--- src/rtl/matrix_mem_responder_if.sv ---
// Bus bundle between the matrix_mem_responder and its users (host + top_control_fsm).
// The master modport is the requesting side; the slave modport is the responder.
interface matrix_mem_responder_if #(
    parameter int N = 3,
    parameter int W = 8
);
    // Host load stream
    logic                  host_load_start;
    logic                  host_wr_valid;
    logic                  host_wr_ready;
    logic signed [W-1:0]   host_wr_data;
    logic                  mem_loaded;

    // Operand read ports
    logic [31:0]           read_addr_A;
    logic                  read_en_A;
    logic signed [W-1:0]   A_out;
    logic [31:0]           read_addr_B;
    logic                  read_en_B;
    logic signed [W-1:0]   B_out;

    // Result write port
    logic [31:0]           write_addr_C;
    logic                  write_en_C;
    logic signed [2*W-1:0] C_in;

    // Host dump stream
    logic                  host_dump_start;
    logic                  dump_valid;
    logic                  dump_ready;
    logic signed [2*W-1:0] dump_data;
    logic                  dump_last;

    // Status and statistics
    logic                  oob_err;
    logic [31:0]           rd_count;
    logic [31:0]           wr_count;

    modport master (
        output host_load_start, host_wr_valid, host_wr_data,
        output read_addr_A, read_en_A, read_addr_B, read_en_B,
        output write_addr_C, write_en_C, C_in,
        output host_dump_start, dump_ready,
        input  host_wr_ready, mem_loaded, A_out, B_out,
        input  dump_valid, dump_data, dump_last,
        input  oob_err, rd_count, wr_count
    );

    modport slave (
        input  host_load_start, host_wr_valid, host_wr_data,
        input  read_addr_A, read_en_A, read_addr_B, read_en_B,
        input  write_addr_C, write_en_C, C_in,
        input  host_dump_start, dump_ready,
        output host_wr_ready, mem_loaded, A_out, B_out,
        output dump_valid, dump_data, dump_last,
        output oob_err, rd_count, wr_count
    );
endinterface

--- src/rtl/matrix_mem_responder.sv ---
// Operand/result store for the sparse matrix-multiply accelerator.
// Holds A and B (loaded by the host), serves one-cycle-latency operand reads,
// captures C result writes and streams C back to the host.
// Optional macro MEM_ACCESS_CNT_EN builds the rd_count/wr_count access counters;
// without it both counters read as 0.
module matrix_mem_responder #(
    parameter int N = 3,
    parameter int W = 8
) (
    input  logic                  clk,
    input  logic                  reset,
    matrix_mem_responder_if.slave bus
);
    localparam int NN    = N * N;
    localparam int TOTAL = 2 * NN;
    localparam int AW    = (NN > 1) ? $clog2(NN) : 1;
    localparam int IW    = $clog2(TOTAL);

    typedef enum logic [1:0] {IDLE, LOAD, SERVE, DUMP} state_t;

    state_t                state_q, state_d;
    logic [IW-1:0]         idx_q, idx_d;
    logic                  mem_loaded_q, mem_loaded_d;
    logic                  oob_err_q, oob_err_d;
    logic [AW-1:0]         rd_addr_a_q, rd_addr_a_d;
    logic [AW-1:0]         rd_addr_b_q, rd_addr_b_d;
    logic                  rd_live_q, rd_live_d;
    logic signed [2*W-1:0] c_mem_q [NN];
    logic signed [2*W-1:0] c_mem_d [NN];

    logic signed [W-1:0]   a_mem_q [NN];
    logic signed [W-1:0]   b_mem_q [NN];
    logic                  a_we, b_we;
    logic [AW-1:0]         load_a_idx, load_b_idx;

    logic                  a_rd_ok, b_rd_ok, c_wr_addr_ok;

    assign a_rd_ok      = bus.read_addr_A  < 32'(NN);
    assign b_rd_ok      = bus.read_addr_B  < 32'(NN);
    assign c_wr_addr_ok = bus.write_addr_C < 32'(NN);
    assign load_a_idx   = idx_q[AW-1:0];
    assign load_b_idx   = AW'(idx_q - IW'(NN));

    // Next-state logic: FSM, shared index, sticky error, read address capture and C updates
    always_comb begin
        state_d      = state_q;
        idx_d        = idx_q;
        mem_loaded_d = mem_loaded_q;
        oob_err_d    = oob_err_q;
        c_mem_d      = c_mem_q;
        a_we         = 1'b0;
        b_we         = 1'b0;
        rd_live_d    = 1'b1;
        rd_addr_a_d  = a_rd_ok ? bus.read_addr_A[AW-1:0] : '0;
        rd_addr_b_d  = b_rd_ok ? bus.read_addr_B[AW-1:0] : '0;

        if (bus.read_en_A && !a_rd_ok) oob_err_d = 1'b1;
        if (bus.read_en_B && !b_rd_ok) oob_err_d = 1'b1;

        if (bus.write_en_C) begin
            if (state_q == SERVE && c_wr_addr_ok) begin
                c_mem_d[bus.write_addr_C[AW-1:0]] = bus.C_in;
            end else begin
                oob_err_d = 1'b1;
            end
        end

        case (state_q)
            LOAD: begin
                if (bus.host_wr_valid) begin
                    if (idx_q < IW'(NN)) a_we = 1'b1;
                    else                 b_we = 1'b1;
                    if (idx_q == IW'(TOTAL - 1)) begin
                        state_d      = SERVE;
                        idx_d        = '0;
                        mem_loaded_d = 1'b1;
                    end else begin
                        idx_d = idx_q + 1'b1;
                    end
                end
            end
            SERVE: begin
                if (bus.host_dump_start) begin
                    state_d = DUMP;
                    idx_d   = '0;
                end
            end
            DUMP: begin
                if (bus.dump_ready) begin
                    if (idx_q == IW'(NN - 1)) begin
                        state_d = SERVE;
                        idx_d   = '0;
                    end else begin
                        idx_d = idx_q + 1'b1;
                    end
                end
            end
            default: ;
        endcase

        if (bus.host_load_start) begin
            state_d      = LOAD;
            idx_d        = '0;
            oob_err_d    = 1'b0;
            mem_loaded_d = 1'b0;
            a_we         = 1'b0;
            b_we         = 1'b0;
            for (int i = 0; i < NN; i++) c_mem_d[i] = '0;
        end
    end

    // Control and C-store registers with synchronous reset
    always_ff @(posedge clk) begin
        if (reset) begin
            state_q      <= IDLE;
            idx_q        <= '0;
            mem_loaded_q <= 1'b0;
            oob_err_q    <= 1'b0;
            rd_addr_a_q  <= '0;
            rd_addr_b_q  <= '0;
            rd_live_q    <= 1'b0;
            c_mem_q      <= '{default: '0};
        end else begin
            state_q      <= state_d;
            idx_q        <= idx_d;
            mem_loaded_q <= mem_loaded_d;
            oob_err_q    <= oob_err_d;
            rd_addr_a_q  <= rd_addr_a_d;
            rd_addr_b_q  <= rd_addr_b_d;
            rd_live_q    <= rd_live_d;
            c_mem_q      <= c_mem_d;
        end
    end

    // Operand stores: written only by the load stream, deliberately not cleared by reset
    always_ff @(posedge clk) begin
        if (!reset && a_we) a_mem_q[load_a_idx] <= bus.host_wr_data;
        if (!reset && b_we) b_mem_q[load_b_idx] <= bus.host_wr_data;
    end

    assign bus.host_wr_ready = (state_q == LOAD);
    assign bus.mem_loaded    = mem_loaded_q;
    assign bus.oob_err       = oob_err_q;
    assign bus.A_out         = rd_live_q ? a_mem_q[rd_addr_a_q] : '0;
    assign bus.B_out         = rd_live_q ? b_mem_q[rd_addr_b_q] : '0;
    assign bus.dump_valid    = (state_q == DUMP);
    assign bus.dump_data     = (state_q == DUMP) ? c_mem_q[idx_q[AW-1:0]] : '0;
    assign bus.dump_last     = (state_q == DUMP) && (idx_q == IW'(NN - 1));

`ifdef MEM_ACCESS_CNT_EN
    logic [31:0] rd_count_q, rd_count_d;
    logic [31:0] wr_count_q, wr_count_d;

    // Access counters: read strobes per cycle and accepted C writes, cleared by a new load
    always_comb begin
        rd_count_d = rd_count_q + 32'(bus.read_en_A) + 32'(bus.read_en_B);
        wr_count_d = wr_count_q;
        if (bus.write_en_C && state_q == SERVE && c_wr_addr_ok) wr_count_d = wr_count_q + 32'd1;
        if (bus.host_load_start) begin
            rd_count_d = '0;
            wr_count_d = '0;
        end
    end

    // Counter registers
    always_ff @(posedge clk) begin
        if (reset) begin
            rd_count_q <= '0;
            wr_count_q <= '0;
        end else begin
            rd_count_q <= rd_count_d;
            wr_count_q <= wr_count_d;
        end
    end

    assign bus.rd_count = rd_count_q;
    assign bus.wr_count = wr_count_q;
`else
    assign bus.rd_count = '0;
    assign bus.wr_count = '0;
`endif
endmodule

--- src/flat_wrapper.sv ---
// flat-port wrapper written by rule: the top's interface ports become plain ports
module matrix_mem_responder_flat 
#(
    parameter int N = 3,
    parameter int W = 8
)
  (clk, reset, bus_host_load_start, bus_host_wr_valid, bus_host_wr_data, bus_read_addr_A, bus_read_en_A, bus_read_addr_B, bus_read_en_B, bus_write_addr_C, bus_write_en_C, bus_C_in, bus_host_dump_start, bus_dump_ready, bus_host_wr_ready, bus_mem_loaded, bus_A_out, bus_B_out, bus_dump_valid, bus_dump_data, bus_dump_last, bus_oob_err, bus_rd_count, bus_wr_count);
  matrix_mem_responder_if #(.N(N), .W(W)) bus_i ();
  input  logic clk;
  input  logic reset;
  input wire logic [$bits(bus_i.host_load_start)-1:0] bus_host_load_start;
  input wire logic [$bits(bus_i.host_wr_valid)-1:0] bus_host_wr_valid;
  input wire logic [$bits(bus_i.host_wr_data)-1:0] bus_host_wr_data;
  input wire logic [$bits(bus_i.read_addr_A)-1:0] bus_read_addr_A;
  input wire logic [$bits(bus_i.read_en_A)-1:0] bus_read_en_A;
  input wire logic [$bits(bus_i.read_addr_B)-1:0] bus_read_addr_B;
  input wire logic [$bits(bus_i.read_en_B)-1:0] bus_read_en_B;
  input wire logic [$bits(bus_i.write_addr_C)-1:0] bus_write_addr_C;
  input wire logic [$bits(bus_i.write_en_C)-1:0] bus_write_en_C;
  input wire logic [$bits(bus_i.C_in)-1:0] bus_C_in;
  input wire logic [$bits(bus_i.host_dump_start)-1:0] bus_host_dump_start;
  input wire logic [$bits(bus_i.dump_ready)-1:0] bus_dump_ready;
  output wire logic [$bits(bus_i.host_wr_ready)-1:0] bus_host_wr_ready;
  output wire logic [$bits(bus_i.mem_loaded)-1:0] bus_mem_loaded;
  output wire logic [$bits(bus_i.A_out)-1:0] bus_A_out;
  output wire logic [$bits(bus_i.B_out)-1:0] bus_B_out;
  output wire logic [$bits(bus_i.dump_valid)-1:0] bus_dump_valid;
  output wire logic [$bits(bus_i.dump_data)-1:0] bus_dump_data;
  output wire logic [$bits(bus_i.dump_last)-1:0] bus_dump_last;
  output wire logic [$bits(bus_i.oob_err)-1:0] bus_oob_err;
  output wire logic [$bits(bus_i.rd_count)-1:0] bus_rd_count;
  output wire logic [$bits(bus_i.wr_count)-1:0] bus_wr_count;
  assign bus_i.host_load_start = bus_host_load_start;
  assign bus_i.host_wr_valid = bus_host_wr_valid;
  assign bus_i.host_wr_data = bus_host_wr_data;
  assign bus_i.read_addr_A = bus_read_addr_A;
  assign bus_i.read_en_A = bus_read_en_A;
  assign bus_i.read_addr_B = bus_read_addr_B;
  assign bus_i.read_en_B = bus_read_en_B;
  assign bus_i.write_addr_C = bus_write_addr_C;
  assign bus_i.write_en_C = bus_write_en_C;
  assign bus_i.C_in = bus_C_in;
  assign bus_i.host_dump_start = bus_host_dump_start;
  assign bus_i.dump_ready = bus_dump_ready;
  assign bus_host_wr_ready = bus_i.host_wr_ready;
  assign bus_mem_loaded = bus_i.mem_loaded;
  assign bus_A_out = bus_i.A_out;
  assign bus_B_out = bus_i.B_out;
  assign bus_dump_valid = bus_i.dump_valid;
  assign bus_dump_data = bus_i.dump_data;
  assign bus_dump_last = bus_i.dump_last;
  assign bus_oob_err = bus_i.oob_err;
  assign bus_rd_count = bus_i.rd_count;
  assign bus_wr_count = bus_i.wr_count;
  matrix_mem_responder #(.N(N), .W(W)) u_core (.clk(clk), .reset(reset), .bus(bus_i));
endmodule
--- config.mk ---
export PLATFORM = sky130hd
export DESIGN_NAME = matrix_mem_responder_flat
export DESIGN_NICKNAME = d
export VERILOG_FILES = /design/src/rtl/matrix_mem_responder_if.sv /design/src/rtl/matrix_mem_responder.sv /design/src/flat_wrapper.sv
export SDC_FILE = /design/constraint.sdc
export NUM_CORES = 1
export LEC_CHECK = 0
export CORE_MARGIN = 2
export CORE_UTILIZATION = 45
export CTS_BUF_LIST = sky130_fd_sc_hd__clkbuf_8
export DETAILED_ROUTE_END_ITERATION = 10
export PLACE_DENSITY_LB_ADDON = 0.08
export SETUP_SLACK_MARGIN = 0.05
export SLEW_MARGIN = 20
export SYNTH_ARGS = -nofsm -noshare
export SYNTH_HDL_FRONTEND = slang
export SYNTH_SLANG_ARGS = --single-unit
--- constraint.sdc ---
create_clock -name clk -period 3.3 [get_ports clk]
set_clock_uncertainty 0.1 [all_clocks]
set_input_delay 0.33 -clock clk [delete_from_list [all_inputs] [get_ports clk]]
set_output_delay 0.33 -clock clk [all_outputs]
set_load 0.02 [all_outputs]
# Word-level counts from Yosys, hierarchy flattened
# Memory sizes are Yosys's and may differ from the RTL's. A register that Yosys moved wholly into a read port is not among the register bits.
# Cells that the tools add are included.
[word_totals]
n_memories = 2
inputBits = 129
ramBits = 144
ff_bits = 154
latchBits = 0
output_inout_bits = 101
rom_bits = 0
elab_cells = 106
[op_classes]
n_addsub = 2
div = 0
n_eq_ne = 15
bitwise_logic = 4
mux = 41
multipliers = 0
reduce_logical = 20
order_cmp = 7
shift = 0
[memory_table]
columns = ["name", "words", "width", "rd", "rd_clocked_by_memory_dff", "write_ports", "line", "source"]
rows = [
  ["u_core.a_mem_q", 9, 8, 1, 1, 1, "matrix_mem_responder.sv:31", "logic signed [W-1:0] a_mem_q [NN];"],
  ["u_core.b_mem_q", 9, 8, 1, 1, 1, "matrix_mem_responder.sv:32", "logic signed [W-1:0] b_mem_q [NN];"],
]
[ops]
columns = ["cell", "count"]
rows = [
  ["144-bit bitwise mux", 1],
  ["32-bit by 4-bit less-than comparator with 1-bit output (second input constant)", 3],
  ["16-bit binary-select mux with 4-bit select", 1],
  ["16-bit demux with 4-bit select", 1],
  ["16-bit two-way mux", 4],
  ["5-bit two-way mux", 5],
  ["1-bit two-way mux", 18],
  ["8-bit two-way mux", 2],
  ["5-bit one-hot mux with 3 select lines", 1],
  ["6-bit AND reduction", 2],
  ["5-bit greater-or-equal comparator (second input constant)", 2],
  ["2-bit two-way mux", 5],
  ["4-bit NOT with 5-bit output", 2],
  ["3-bit inequality test (second input constant)", 3],
  ["4-bit two-way mux", 2],
  ["1-bit logical AND", 7],
  ["2-bit inequality test (second input constant)", 3],
  ["3-bit by 2-bit inequality test with 1-bit output (second input constant)", 2],
  ["2-bit one-hot mux with 3 select lines", 1],
  ["2-bit OR reduction", 3],
  ["5-bit by 1-bit adder with 5-bit output (second input constant)", 1],
  ["5-bit by 4-bit == test with 1-bit output (second input constant)", 1],
  ["5-bit == test (second input constant)", 1],
  ["5-bit by 1-bit less-than comparator with 1-bit output (second input constant)", 1],
  ["12 further kinds", 17],
]

# Logic depth before layout (Yosys ltp)
[logic_depth]
depth_word = 8
ltp_mapped = 8
ltp_nobuf = 6

# Worst setup path before layout
# Ideal clock, no wire load.
[synth_timing]
kind = "reg-to-reg"
start = "register u_core.idx_q[1]"
end = "memory u_core.b_mem_q[4][0], enable pin"
path_slack_ns = 0.776
setup_time_ns = 0.375
n_path_buf = 2
required_time_ns = 2.825
arrival_ns = 2.048
path_stages_with_launch = 7
cell_sequence = "dfxtp_1 -> buf_2 -> buf_1 -> inv_1 -> ha_1 -> or2_2 -> a21oi_1"
[synth_via]
elab_chain_len = 8
elab_cells_between_ends = 9
cone_classes = "add/sub (1); order compare (1); mux (6); reduce/logical (1)"
[synth_lines]
columns = ["element", "line", "source"]
rows = [
  ["from (decl)", "matrix_mem_responder.sv:22", "logic [IW-1:0] idx_q, idx_d;"],
  ["from (signal assigned)", "matrix_mem_responder.sv:125", "idx_q <= idx_d;"],
  ["5-bit by 4-bit less-than comparator with 1-bit output", "matrix_mem_responder.sv:71", "if (idx_q < IW'(NN)) a_we = 1'b1;"],
  ["1-bit two-way mux", "matrix_mem_responder.sv:71", ""],
  ["1-bit two-way mux", "matrix_mem_responder.sv:70", "if (bus.host_wr_valid) begin"],
  ["1-bit two-way mux", "matrix_mem_responder.sv:68", "case (state_q)"],
  ["1-bit two-way mux", "matrix_mem_responder.sv:101", "if (bus.host_load_start) begin"],
  ["1-bit logical AND", "matrix_mem_responder.sv:138", "if (!reset && b_we) b_mem_q[load_b_idx] <= bus.host_wr_data;"],
  ["1-bit two-way mux", "matrix_mem_responder.sv:138", ""],
  ["1-bit two-way mux (implied by the code)", "matrix_mem_responder.sv:138", ""],
  ["to (decl)", "matrix_mem_responder.sv:32", ""],
]
# Parallel ways exist; a longest one is shown, timed or not.

# Worst setup path in the final report
[layout_timing]
start = "register u_core.idx_q[0]"
end = "output bus_dump_data[2]"
[layout_via]
elab_chain_len = 5
[layout_lines]
columns = ["element", "line", "source"]
rows = [
  ["4-bit NOT with 5-bit output (implied by the code)", "matrix_mem_responder.sv:147", "assign bus.dump_data = (state_q == DUMP) ? c_mem_q[idx_q[AW-1:0]] : '0;"],
  ["16-bit binary-select mux with 4-bit select", "matrix_mem_responder.sv:147", ""],
  ["16-bit two-way mux (implied by the code) (2 in series)", "matrix_mem_responder.sv:147", ""],
  ["16-bit two-way mux", "matrix_mem_responder.sv:147", ""],
  ["to (decl)", "flat_wrapper.sv:28", "output wire logic [$bits(bus_i.dump_data)-1:0] bus_dump_data;"],
]
# Every way passes these cells. The select of a mux whose other input is x is not followed.

==> run_results.csv <==
group,metric,value,unit
die,die-area,32500,um2
timing,hold_viol,0,
timing,finalCritPeriodShare,96.3,%
placement,hpwl,23700,um
synth,yosysSeqAreaShare,54.1,%
routing,vias,9238,
layout,area_growth,21.4,%
power,power_density,442,nW/um2
setup_path,crit_type,"reg -> out",
run,maxCapViolCount,0,
timing,min_period,3.18,ns
timing,setup_viol,0,
cts,numCtsBuffers,49,
setup_path,reg2regPathDepth,6,
min_path,min_path_type,"in -> reg",
cts,cts.sinks,306,
synth,synth_area,14000,um2
timing,slew_viol_final,0,
cts,cts_tree,"done",
global_route,grt_pass1_vias,9425,
cts,clock_path_buffers,3,
global_route,grt.total_usage,21.5,%
setup_path,worstPathMaxFanout,7,
setup_path,crit_top_cell,"a2bb2oi_1",
placement,port_buffers,165,
setup_path,rrSetupSlack,0.79,ns
min_path,hold_start,"bus_read_addr_A[3]",
routing,drt.antenna.violating_nets,0,
timing,rsz0062_at_grt,"yes",
routing,viasPerCell,5.32,
setup_path,path_delay_family,"buffers and inverters",
setup_path,r2r-start,"u_core.idx_q[0]",
cts,cts_hold_buffers,0,
die,dieHeight,180,um
synth,synth.area.top_cells,"edfxtp_1 31%, dfxtp_1 23%, mux2i_1 10%",
die,num_io_pins,230,
routing,drt_iter0_markers,639,
setup_path,cp-start-kind,"flop",
min_path,holdPathStages,2,
timing,maxSlewHeadroom,46.0,%
cts,htreeDepth,2,
synth,syn_area_per_cell,12.5,um2
global_route,antenna_found_initial,0,
setup_path,crit_arrival,2.75,ns
layout,nets,1439,
cts,cts.clk_slew.worst_paths,0.06,ns
synth,yosys.area.top_type,"edfxtp_1",
cts,clk-insertion-delay-late,0.56,ns
global_route,grt.overflow.total,0,
synth,syn_inst,1117,
synth,yosys.area.top_type_share,30.9,%
die,die_w,180,um
die,floorplan.initialDensity,45.7,%
timing,whs,0.268,ns
placement,gp_congestion,0.783,
global_route,grt_max_degree,53,
power,leakage,6.66,nW
synth,async_reset_ff_share,0,%
synth,synth_edf_count,144,
run_status,status,"complete, no violations",
timing,fmax,0.315,GHz
setup_path,crit_path_cell_trace,"buf_4 -> mux4_2 -> a2bb2oi_1 -> a2bb2oi_1 -> nor2_1 -> clkdlybuf4s50_1",
die,row_count,64,
timing,final.setup.tns,0,ns
setup_path,required,2.87,ns
timing,tightest_slew,0.809,ns
power,peakVddDrop,0.274,mV
setup_path,cp_slowest_cell,"clkdlybuf4s50_1",
global_route,grt_pass1_wl,54900,um
routing,first_pass_iters,5,
layout,insertedDiodeCount,0,
synth,synth-seq-cells,306,
setup_path,critPathMaxStageDelay,0.55,ns
die,core_area,30600,um2
synth,synthFlopType,"dfxtp_1",
cts,root_buffer,"clkbuf_8",
synth,synth_cell_type_count,53,
routing,wl,35400,um
synth,yosys_warnings,0,
cts,postCtsSetupBuffers,0,
setup_path,cp.buffers_inverters,2,
routing,routedWlPerCell,20.4,um
setup_path,end_kind,"output port",
layout,drive_above_1_share,14.8,%
setup_path,r2r-end,"u_core.b_mem_q[7][3]",
layout,filler_cell_count,2594,
routing,drc,0,
## cells in the mapped netlist, types with 20 or more instances
cell / count
nor4_1: 23
buf_4: 68
nor2_1: 26
and2_1: 38
mux4_2: 64
o21ai_0: 20
mux2i_1: 145
nand2_1: 184
a21oi_1: 27
dfxtp_1: 162
clkbuf_1: 35
nand4_1: 20
a2bb2oi_1: 32
edfxtp_1: 144
## placed cells by master (no fill, tap or decap), types with 3 or more instances in the layout
cell type        Yosys  final
dfxtp_1            162    160
buf_12               0     10
nand4_4              7      7
nand4_1             20     20
ha_1                 7      7
nand2_1            184    184
nor4_1              23     23
mux2i_1            145    143
dlymetal6s2s_1       0      5
or3_1                3      3
a2bb2oi_2            0      3
and2_1              38     38
buf_4               68     34
o31a_1               5      5
clkdlybuf4s50_1      0    160
nor2_1              26     25
a21oi_1             27     27
clkinv_2             0      3
and4_1               4      4
edfxtp_1           144    144
inv_1                6     33
clkbuf_8             0     57
o31ai_1             17     17
nand3_1              5      5
mux4_2              64     64
conb_1               1     64
nor2b_1              4      4
a2bb2oi_1           32     29
o21ai_0             20     20
## sequential cells by signal, indices dropped and copies added (netlist names), named ones only
signal,flops
u_core.b_mem_q,72
u_core.idx_q,5
u_core.state_q,2
u_core.a_mem_q,72
u_core.rd_live_q,1
u_core.bus.oob_err,1
u_core.bus.mem_loaded,1
u_core.c_mem_q,144
## worst max path at each step
stage / from / endpoint / slack, ns / cells past startpoint
2_1_floorplan: u_core.idx_q[1] / u_core.b_mem_q[4][0] / 0.78 / 6
3_3_place_gp: bus_host_load_start / u_core.a_mem_q[4][2] / 0.60 / 5
3_5_place_dp: bus_host_load_start / u_core.a_mem_q[4][2] / 0.55 / 5
4_1_cts: flop / bus_B_out[7] / 0.06 / 6
5_1_grt: u_core.idx_q[0] / bus_dump_data[2] / 0.01 / 6
6_report: u_core.idx_q[0] / bus_dump_data[2] / 0.12 / 6
## report_power, final
part,switching (mW),internal (mW)
sequential,0.00622,3.97
clock,1.44,1.65
combinational,0.247,0.195
## through the flow
| step | setup slack, ns | instances | area, um2 | util, % | power (mW) |
|---|---|---|---|---|---|
| 2_1_floorplan | 0.776 | 1180 | 14200 | - | 4.29 |
| 3_3_place_gp | 0.600 | 1647 | 15900 | 52.1 | 4.50 |
| 3_5_place_dp | 0.553 | 1647 | 15900 | 52.1 | 4.50 |
| 4_1_cts | 0.0605 | 1737 | 16900 | 55.3 | 7.59 |
| 5_1_grt | 0.0111 | 1738 | 17000 | 55.5 | 7.81 |
| 6_report | 0.121 | 1738 | 17000 | 55.5 | 7.51 |
## timing repair
action / CTS / global route
endpoints found under the setup margin: 9 / 16
cloned: 0 / 1
gates resized for setup: 4 / 14
## cell type report
cell class	instances	area, um2	share of cell area (%)
sequential	306	7570	44.6
multi-input combinational	729	5790	34.1
timing repair buffer	211	2160	12.7
clock buffer	57	785	4.62
tap	396	495	2.92
clock inverter	33	166	0.980
inverter	6	22.5	0.133
## layer usage
metal  part of all wire [%]  vias to the layer above  global-route usage [%]
li1                       -                     4388                       -
met1                     44                     4580                    28.6
met2                     50                      212                    36.8
met3                    3.9                       58                    3.09
met4                    2.0                        0                    6.26
met5                      0                        -                       0
## cell families (layout without fill, tap and decap cells)
| family | Yosys count | after routing | synth area share (%) |
|---|---|---|---|
| compound gates | 111 | 111 | 5.45 |
| xor+xnor | 2 | 2 | 0.125 |
| mux | 210 | 210 | 20.8 |
| simple gates | 335 | 335 | 12.5 |
| buf+inv | 145 | 307 | 6.47 |
| other cells | 1 | 64 | 0.0268 |
| fa+ha+maj | 7 | 7 | 0.626 |
| flops | 306 | 306 | 54.1 |
No activity file was read; power rests on OpenSTA's default activity.
